$ cat config.mk
export PLATFORM = sky130hd
export DESIGN_NAME = alu_cmd_issuer_flat
export DESIGN_NICKNAME = d
export VERILOG_FILES = /design/src/rtl/alu_pkg.sv /design/src/rtl/alu_cmd_issuer_if.sv /design/src/rtl/alu_frame_timer.sv /design/src/rtl/alu_cmd_issuer.sv /design/src/flat_wrapper.sv
export SDC_FILE = /design/constraint.sdc
export NUM_CORES = 1
export LEC_CHECK = 0
export CORE_UTILIZATION = 45
export CTS_BUF_LIST = sky130_fd_sc_hd__clkbuf_16
export CTS_CLUSTER_DIAMETER = 120
export DETAILED_ROUTE_END_ITERATION = 12
export GPL_TIMING_DRIVEN = 0
export PLACE_DENSITY_LB_ADDON = 0.1
export SYNTH_ARGS = -nofsm -noshare
export SYNTH_HDL_FRONTEND = slang
export SYNTH_HIERARCHICAL = 1
export SYNTH_SLANG_ARGS = --single-unit
$ cat constraint.sdc
create_clock -name clk -period 5 [get_ports clk]
set_clock_uncertainty 0.05 [all_clocks]
set_input_delay 1.25 -clock clk [delete_from_list [all_inputs] [get_ports clk]]
set_output_delay 1.25 -clock clk [all_outputs]
set_load 0.1 [all_outputs]
$ cat src/rtl/alu_pkg.sv
// alu_pkg: opcodes, status codes, FSM states and frame lengths shared by the ALU command issuer
package alu_pkg;
  localparam logic [3:0] OP_ADD  = 4'b1010;
  localparam logic [3:0] OP_SUB  = 4'b1011;
  localparam logic [3:0] OP_OR   = 4'b0010;
  localparam logic [3:0] OP_AND  = 4'b1101;
  localparam logic [3:0] OP_NOT  = 4'b1110;
  localparam logic [3:0] OP_XOR  = 4'b0101;
  localparam logic [3:0] OP_XNOR = 4'b0110;
  localparam logic [3:0] OP_ROR  = 4'b0111;
  localparam logic [7:0] ST_OK    = 8'h00;
  localparam logic [7:0] ST_BADOP = 8'h01;
  localparam int CMD_LEN = 9;
  localparam int RSP_LEN = 5;
  typedef enum logic [2:0] {RX_OP, RX_A, RX_B, EXEC, TX} state_t;
  function automatic logic op_legal(input logic [7:0] b);
    return b[7:4] == 4'h0 && b[3:0] inside {OP_ADD, OP_SUB, OP_OR, OP_AND, OP_NOT, OP_XOR, OP_XNOR, OP_ROR};
  endfunction
endpackage

$ cat src/rtl/alu_cmd_issuer_if.sv
// alu_cmd_issuer_if: inbound/outbound byte streams, ALU port bundle and status flags
interface alu_cmd_issuer_if;
  logic [7:0]  in_data;
  logic        in_valid;
  logic        in_ready;
  logic [7:0]  out_data;
  logic        out_valid;
  logic        out_ready;
  logic [31:0] alu_a;
  logic [31:0] alu_b;
  logic [3:0]  alu_op;
  logic [31:0] alu_out;
  logic        busy;
  logic        frame_err;
  modport master (
    input  in_data, in_valid, out_ready, alu_out,
    output in_ready, out_data, out_valid, alu_a, alu_b, alu_op, busy, frame_err
  );
  modport slave (
    output in_data, in_valid, out_ready, alu_out,
    input  in_ready, out_data, out_valid, alu_a, alu_b, alu_op, busy, frame_err
  );
endinterface

$ cat src/rtl/alu_frame_timer.sv
// alu_frame_timer: counts idle cycles while enabled; pulses o_expire on the TIMEOUT-th idle cycle (TIMEOUT=0 disables)
module alu_frame_timer #(
  parameter int TIMEOUT = 1000
) (
  input  logic clk,
  input  logic rst,
  input  logic i_en,
  input  logic i_clr,
  output logic o_expire
);
  localparam int W = TIMEOUT > 1 ? $clog2(TIMEOUT) : 1;
  localparam logic [W-1:0] LAST = W'(TIMEOUT > 0 ? TIMEOUT - 1 : 0);
  logic [W-1:0] r_cnt;
  assign o_expire = (TIMEOUT != 0) && i_en && !i_clr && r_cnt == LAST;
  always_ff @(posedge clk) begin
    if (rst || i_clr || !i_en || o_expire) r_cnt <= '0;
    else r_cnt <= r_cnt + 1'b1;
  end
endmodule

$ cat src/rtl/alu_cmd_issuer.sv
// alu_cmd_issuer: assembles 9-byte command frames, drives the external ALU, returns 5-byte status+result frames
module alu_cmd_issuer
  import alu_pkg::*;
#(
  parameter int TIMEOUT = 1000
) (
  input logic clk,
  input logic rst,
  alu_cmd_issuer_if.master bus
);
  state_t      r_state, w_next;
  logic [1:0]  r_cnt;
  logic [31:0] r_a, r_b, r_res;
  logic [3:0]  r_op;
  logic [7:0]  r_status;
  logic        r_bad, r_hdr, r_err;
  logic        w_acc, w_emit, w_exp, w_rx;
  assign w_rx          = r_state inside {RX_A, RX_B};
  assign bus.in_ready  = r_state inside {RX_OP, RX_A, RX_B};
  assign bus.out_valid = r_state == TX;
  assign bus.out_data  = r_state != TX ? 8'h00 : r_hdr ? r_res[{r_cnt, 3'b000} +: 8] : r_status;
  assign bus.alu_a     = r_a;
  assign bus.alu_b     = r_b;
  assign bus.alu_op    = r_op;
  assign bus.busy      = r_state != RX_OP;
  assign bus.frame_err = r_err;
  assign w_acc         = bus.in_valid && bus.in_ready;
  assign w_emit        = bus.out_valid && bus.out_ready;
  alu_frame_timer #(.TIMEOUT(TIMEOUT)) u_timer (
    .clk(clk), .rst(rst), .i_en(w_rx), .i_clr(w_acc), .o_expire(w_exp)
  );
  always_ff @(posedge clk) begin
    if (rst) r_state <= RX_OP;
    else r_state <= w_next;
  end
  always_comb begin
    w_next = r_state;
    unique case (r_state)
      RX_OP:   w_next = w_acc ? RX_A : RX_OP;
      RX_A:    w_next = w_acc ? (r_cnt == 2'd3 ? RX_B : RX_A) : w_exp ? RX_OP : RX_A;
      RX_B:    w_next = w_acc ? (r_cnt == 2'd3 ? EXEC : RX_B) : w_exp ? RX_OP : RX_B;
      EXEC:    w_next = TX;
      TX:      w_next = w_emit && r_hdr && r_cnt == 2'd3 ? RX_OP : TX;
      default: w_next = RX_OP;
    endcase
  end
  // r_cnt tracks operand bytes in RX_A/RX_B and result bytes after the status byte in TX
  always_ff @(posedge clk) begin
    if (rst) begin
      r_cnt    <= '0;
      r_a      <= '0;
      r_b      <= '0;
      r_op     <= '0;
      r_bad    <= 1'b0;
      r_res    <= '0;
      r_status <= ST_OK;
      r_hdr    <= 1'b0;
      r_err    <= 1'b0;
    end else begin
      r_err <= w_exp;
      if (w_acc && r_state == RX_OP) begin
        r_op  <= op_legal(bus.in_data) ? bus.in_data[3:0] : 4'b0000;
        r_bad <= !op_legal(bus.in_data);
      end
      if (w_acc && r_state == RX_A) r_a <= {bus.in_data, r_a[31:8]};
      if (w_acc && r_state == RX_B) r_b <= {bus.in_data, r_b[31:8]};
      if ((w_acc && w_rx) || (w_emit && r_hdr)) r_cnt <= r_cnt + 2'd1;
      else if (w_exp) r_cnt <= '0;
      if (r_state == EXEC) begin
        r_res    <= r_bad ? 32'h0 : bus.alu_out;
        r_status <= r_bad ? ST_BADOP : ST_OK;
        r_hdr    <= 1'b0;
      end else if (w_emit && !r_hdr) r_hdr <= 1'b1;
    end
  end
endmodule

$ cat src/flat_wrapper.sv
// flat-port wrapper written by rule: the top's interface ports become plain ports
module alu_cmd_issuer_flat import alu_pkg::*;
#(
  parameter int TIMEOUT = 1000
)
  (clk, rst, bus_in_data, bus_in_valid, bus_out_ready, bus_alu_out, bus_in_ready, bus_out_data, bus_out_valid, bus_alu_a, bus_alu_b, bus_alu_op, bus_busy, bus_frame_err);
  alu_cmd_issuer_if bus_i ();
  input logic clk;
  input logic rst;
  input wire logic [$bits(bus_i.in_data)-1:0] bus_in_data;
  input wire logic [$bits(bus_i.in_valid)-1:0] bus_in_valid;
  input wire logic [$bits(bus_i.out_ready)-1:0] bus_out_ready;
  input wire logic [$bits(bus_i.alu_out)-1:0] bus_alu_out;
  output wire logic [$bits(bus_i.in_ready)-1:0] bus_in_ready;
  output wire logic [$bits(bus_i.out_data)-1:0] bus_out_data;
  output wire logic [$bits(bus_i.out_valid)-1:0] bus_out_valid;
  output wire logic [$bits(bus_i.alu_a)-1:0] bus_alu_a;
  output wire logic [$bits(bus_i.alu_b)-1:0] bus_alu_b;
  output wire logic [$bits(bus_i.alu_op)-1:0] bus_alu_op;
  output wire logic [$bits(bus_i.busy)-1:0] bus_busy;
  output wire logic [$bits(bus_i.frame_err)-1:0] bus_frame_err;
  assign bus_i.in_data = bus_in_data;
  assign bus_i.in_valid = bus_in_valid;
  assign bus_i.out_ready = bus_out_ready;
  assign bus_i.alu_out = bus_alu_out;
  assign bus_in_ready = bus_i.in_ready;
  assign bus_out_data = bus_i.out_data;
  assign bus_out_valid = bus_i.out_valid;
  assign bus_alu_a = bus_i.alu_a;
  assign bus_alu_b = bus_i.alu_b;
  assign bus_alu_op = bus_i.alu_op;
  assign bus_busy = bus_i.busy;
  assign bus_frame_err = bus_i.frame_err;
  alu_cmd_issuer #(.TIMEOUT(TIMEOUT)) u_core (.clk(clk), .rst(rst), .bus(bus_i));
endmodule
==> results.sh <==
export IMPL_placed_cell_area_um2=6046
export IMPL_ys_ff_latch=119
export IMPL_grt_pass1_vias=3972
export IMPL_power_leakage_nw=2.351
export IMPL_clock_root_buffer="clkbuf_16"
export IMPL_routed_via_density=5.098
export IMPL_startpoint_type="register"
export IMPL_cts_clk_slew_worst_paths_ps=60
export IMPL_async_flop_share_pct=0
export IMPL_ir_worst_vdd_mv=0.2076
export IMPL_critPathCaptureType="output port"
export IMPL_rows=36
export IMPL_fin_crit_ps=4211
export IMPL_drc=0
export IMPL_syn_avg_cell_area_um2=9.298
export IMPL_slew_viol_final=0
export IMPL_rsz0062_at_grt="no"
export IMPL_antenna_found_initial=0
export IMPL_layout_nets=688
export IMPL_finalSetupViolations=0
export IMPL_seq_area_um2=2382
export IMPL_first_pass_iters=6
export IMPL_tightest_slew_ps=1013
export IMPL_period_share_pct=84.23
export IMPL_clockPowerShare_pct=52.5
export IMPL_final_common_cell="nand2_1"
export IMPL_hold_class="register to register"
export IMPL_p_sw_share_pct=23.78
export IMPL_setup_ws_ps=788.7
export IMPL_yosysUniqueCellTypes=57
export IMPL_critical_path_max_fanout=9
export IMPL_drive_gt1_share_pct=11.45
export IMPL_synthFlopType="dfxtp_1"
export IMPL_n_antenna_cell=0
export IMPL_syn2layout_area_growth_pct=42.52
export IMPL_numCtsBuffers=17
export IMPL_max_cap_violations=0
export IMPL_post_drt_wl_per_cell_um=14.55
export IMPL_setup_tns_ps=0
export IMPL_multiInputGateArea_um2=2066
export IMPL_grt_overflow=0
export IMPL_grt_pass1_wl_mm=19.44
export IMPL_synth_seq_area_share_pct=51.14
export IMPL_worstSkewPairLatency_ps=400
export IMPL_seqPwrFrac_pct=41.7
export IMPL_path_cells="clkbuf_1 -> mux4_2 -> mux2i_1 -> nor2b_1 -> clkdlybuf4s50_1"
export IMPL_postSynthCellCount=501
export IMPL_power_frac_comb_pct=5.8
export IMPL_ios=124
export IMPL_switchingPower_mw=0.5472
export IMPL_die_height_um=103.7
export IMPL_grtUsageTotal_pct=22.49
export IMPL_outcome="completed"
export IMPL_cts_tree="yes"
export IMPL_htree_num_levels=4
export IMPL_ctsResizeCount=0
export IMPL_yosysWarnings=6
export IMPL_syn_nets=547
export IMPL_post_cts_buffers=0
export IMPL_total_power_mw=2.301
export IMPL_powerDensity_nw_per_um2=346.5
export IMPL_fmax_mhz=237.5
export IMPL_crit_arrival_ps=2910
export IMPL_intPower_mw=1.753
export IMPL_cts_path_max_buffers=2
export IMPL_hold_buffers=0
export IMPL_slowest_delay_ps=1160
export IMPL_cts_sinks=119
export IMPL_finalWirelength_mm=11.46
export IMPL_layout_common_cells="nand2_1 (135), clkdlybuf4s50_1 (122), dfxtp_1 (119)"
export IMPL_required_ps=3700
export IMPL_criticalPathCategory="register to output port"
export IMPL_relSlewSlack_pct=32.22
export IMPL_critical_path_slowest_cell="clkdlybuf4s50_1"
export IMPL_hold_viol_final=0
export IMPL_dp_slack_ps=1236
export IMPL_die_w_um=103.7
export IMPL_gp_congestion=0.7361
export IMPL_n_fill_cell=817
export IMPL_vias=4017
export IMPL_design_die_area_um2=10760
export IMPL_final_area_um2=6639
export IMPL_grt_max_degree=17
export IMPL_antenna_left=0
export IMPL_port_buffers=122
export IMPL_synth_edf_count=0
export IMPL_first_iter_violations=224
export IMPL_coreArea_um2=9910
export IMPL_place_hpwl_mm=8.234
export IMPL_start_util_pct=47.01
export IMPL_netlist_area_um2=4658
export IMPL_fin_util_pct=66.99
==> final cells by class <==
| class | instances | area share [%] |
|---|---|---|
| Buffer | 40 | 2.884 |
| Clock buffer | 17 | 6.408 |
| Clock inverter | 15 | 2.525 |
| Inverter | 5 | 0.2827 |
| Multi-Input combinational cell | 337 | 31.12 |
| Sequential cell | 119 | 35.88 |
| Tap cell | 133 | 2.507 |
| Timing Repair Buffer | 122 | 18.39 |
==> critical path: cells and delay by family, from the launching register on <==
kind                   cells  cell delay [ps]
buffers and inverters      2             1630
DFF                        1              330
and+or+nand+nor            1              180
muxes                      2              370
==> registers in the layout, summed over array words and instances, names as in the netlist <==
register              cells
u_core/r_state            3
u_core/r_status           1
u_core/r_hdr              1
u_core/r_bad              1
u_core/bus.alu_a         32
u_core/bus.alu_op         4
u_core/u_timer/r_cnt     10
u_core/bus.alu_b         32
u_core/r_res             32
u_core/r_cnt              2
u_core/bus.frame_err      1
==> logic make-up (layout without fill, tap and decap cells) <==
group           count (synthesis)  after routing  synth area share [%]
compound gates                115            115                 16.14
simple gates                  200            200                 21.41
fa+ha+maj                       2              2                0.5371
mux                            12             12                 4.754
xor+xnor                        8              8                 1.504
flops                         119            119                 51.14
buf+inv                        45            199                 4.512
==> synthesized netlist by cell type, drive strengths merged (3+ instances only) <==
library cell / count / area [µm²]
nand3b: 7 / 52.55
xor2: 6 / 52.55
a22o: 32 / 280.3
mux4: 8 / 180.2
mux2i: 3 / 30.03
dfxtp: 119 / 2382
clkbuf: 18 / 67.56
nand2: 136 / 513.0
nor3b: 3 / 27.52
nand3: 6 / 42.54
nor2: 13 / 48.80
inv: 5 / 18.76
a21oi: 69 / 345.3
buf: 22 / 123.9
nand4: 3 / 33.78
nor2b: 4 / 25.02
and3: 8 / 55.05
o41ai: 3 / 26.28
nand2b: 3 / 26.27
==> worst paths after layout <==
path / from / end / slack (ps) / cells after the start
worst max-delay path: u_core/r_cnt[1] / bus_out_data[0] / 790 / 5
worst min-delay path: u_core/bus.alu_b[2] / u_core/bus.alu_b[2] / 400 / 2
worst max register to register: u_core/r_state[0] / u_core/r_cnt[0] / 2840 / 8
worst min register to register: u_core/bus.alu_b[2] / u_core/bus.alu_b[2] / 400 / 2
==> metal layers <==
metal	part of all wire [%]	vias to the layer above	global-route usage, %	routed length, µm
li1	-	2023	-	-
met1	47	1873	29.72	5350
met2	47	116	36.19	5386
met3	5.9	5	5.601	671
met4	0.47	0	7.041	54
met5	0	-	0	0
==> stage by stage <==
step,cells,hold WS (ps)
6_report,788,404.3
5_1_grt,788,425.8
4_1_cts,788,405.0
3_5_place_dp,756,396.6
3_3_place_gp,756,390.8
2_1_floorplan,501,393.5
==> power groups by stage <==
stage	logic [mW]	clock network [mW]	registers, mW
detailed placement	0.134	0	0.980
finish	0.134	1.21	0.959
global placement	0.133	0	0.980
CTS	0.134	1.23	0.959
global route	0.144	1.28	0.960
floorplan	0.0510	0	1.00
Power figures use the tool's default switching activity.
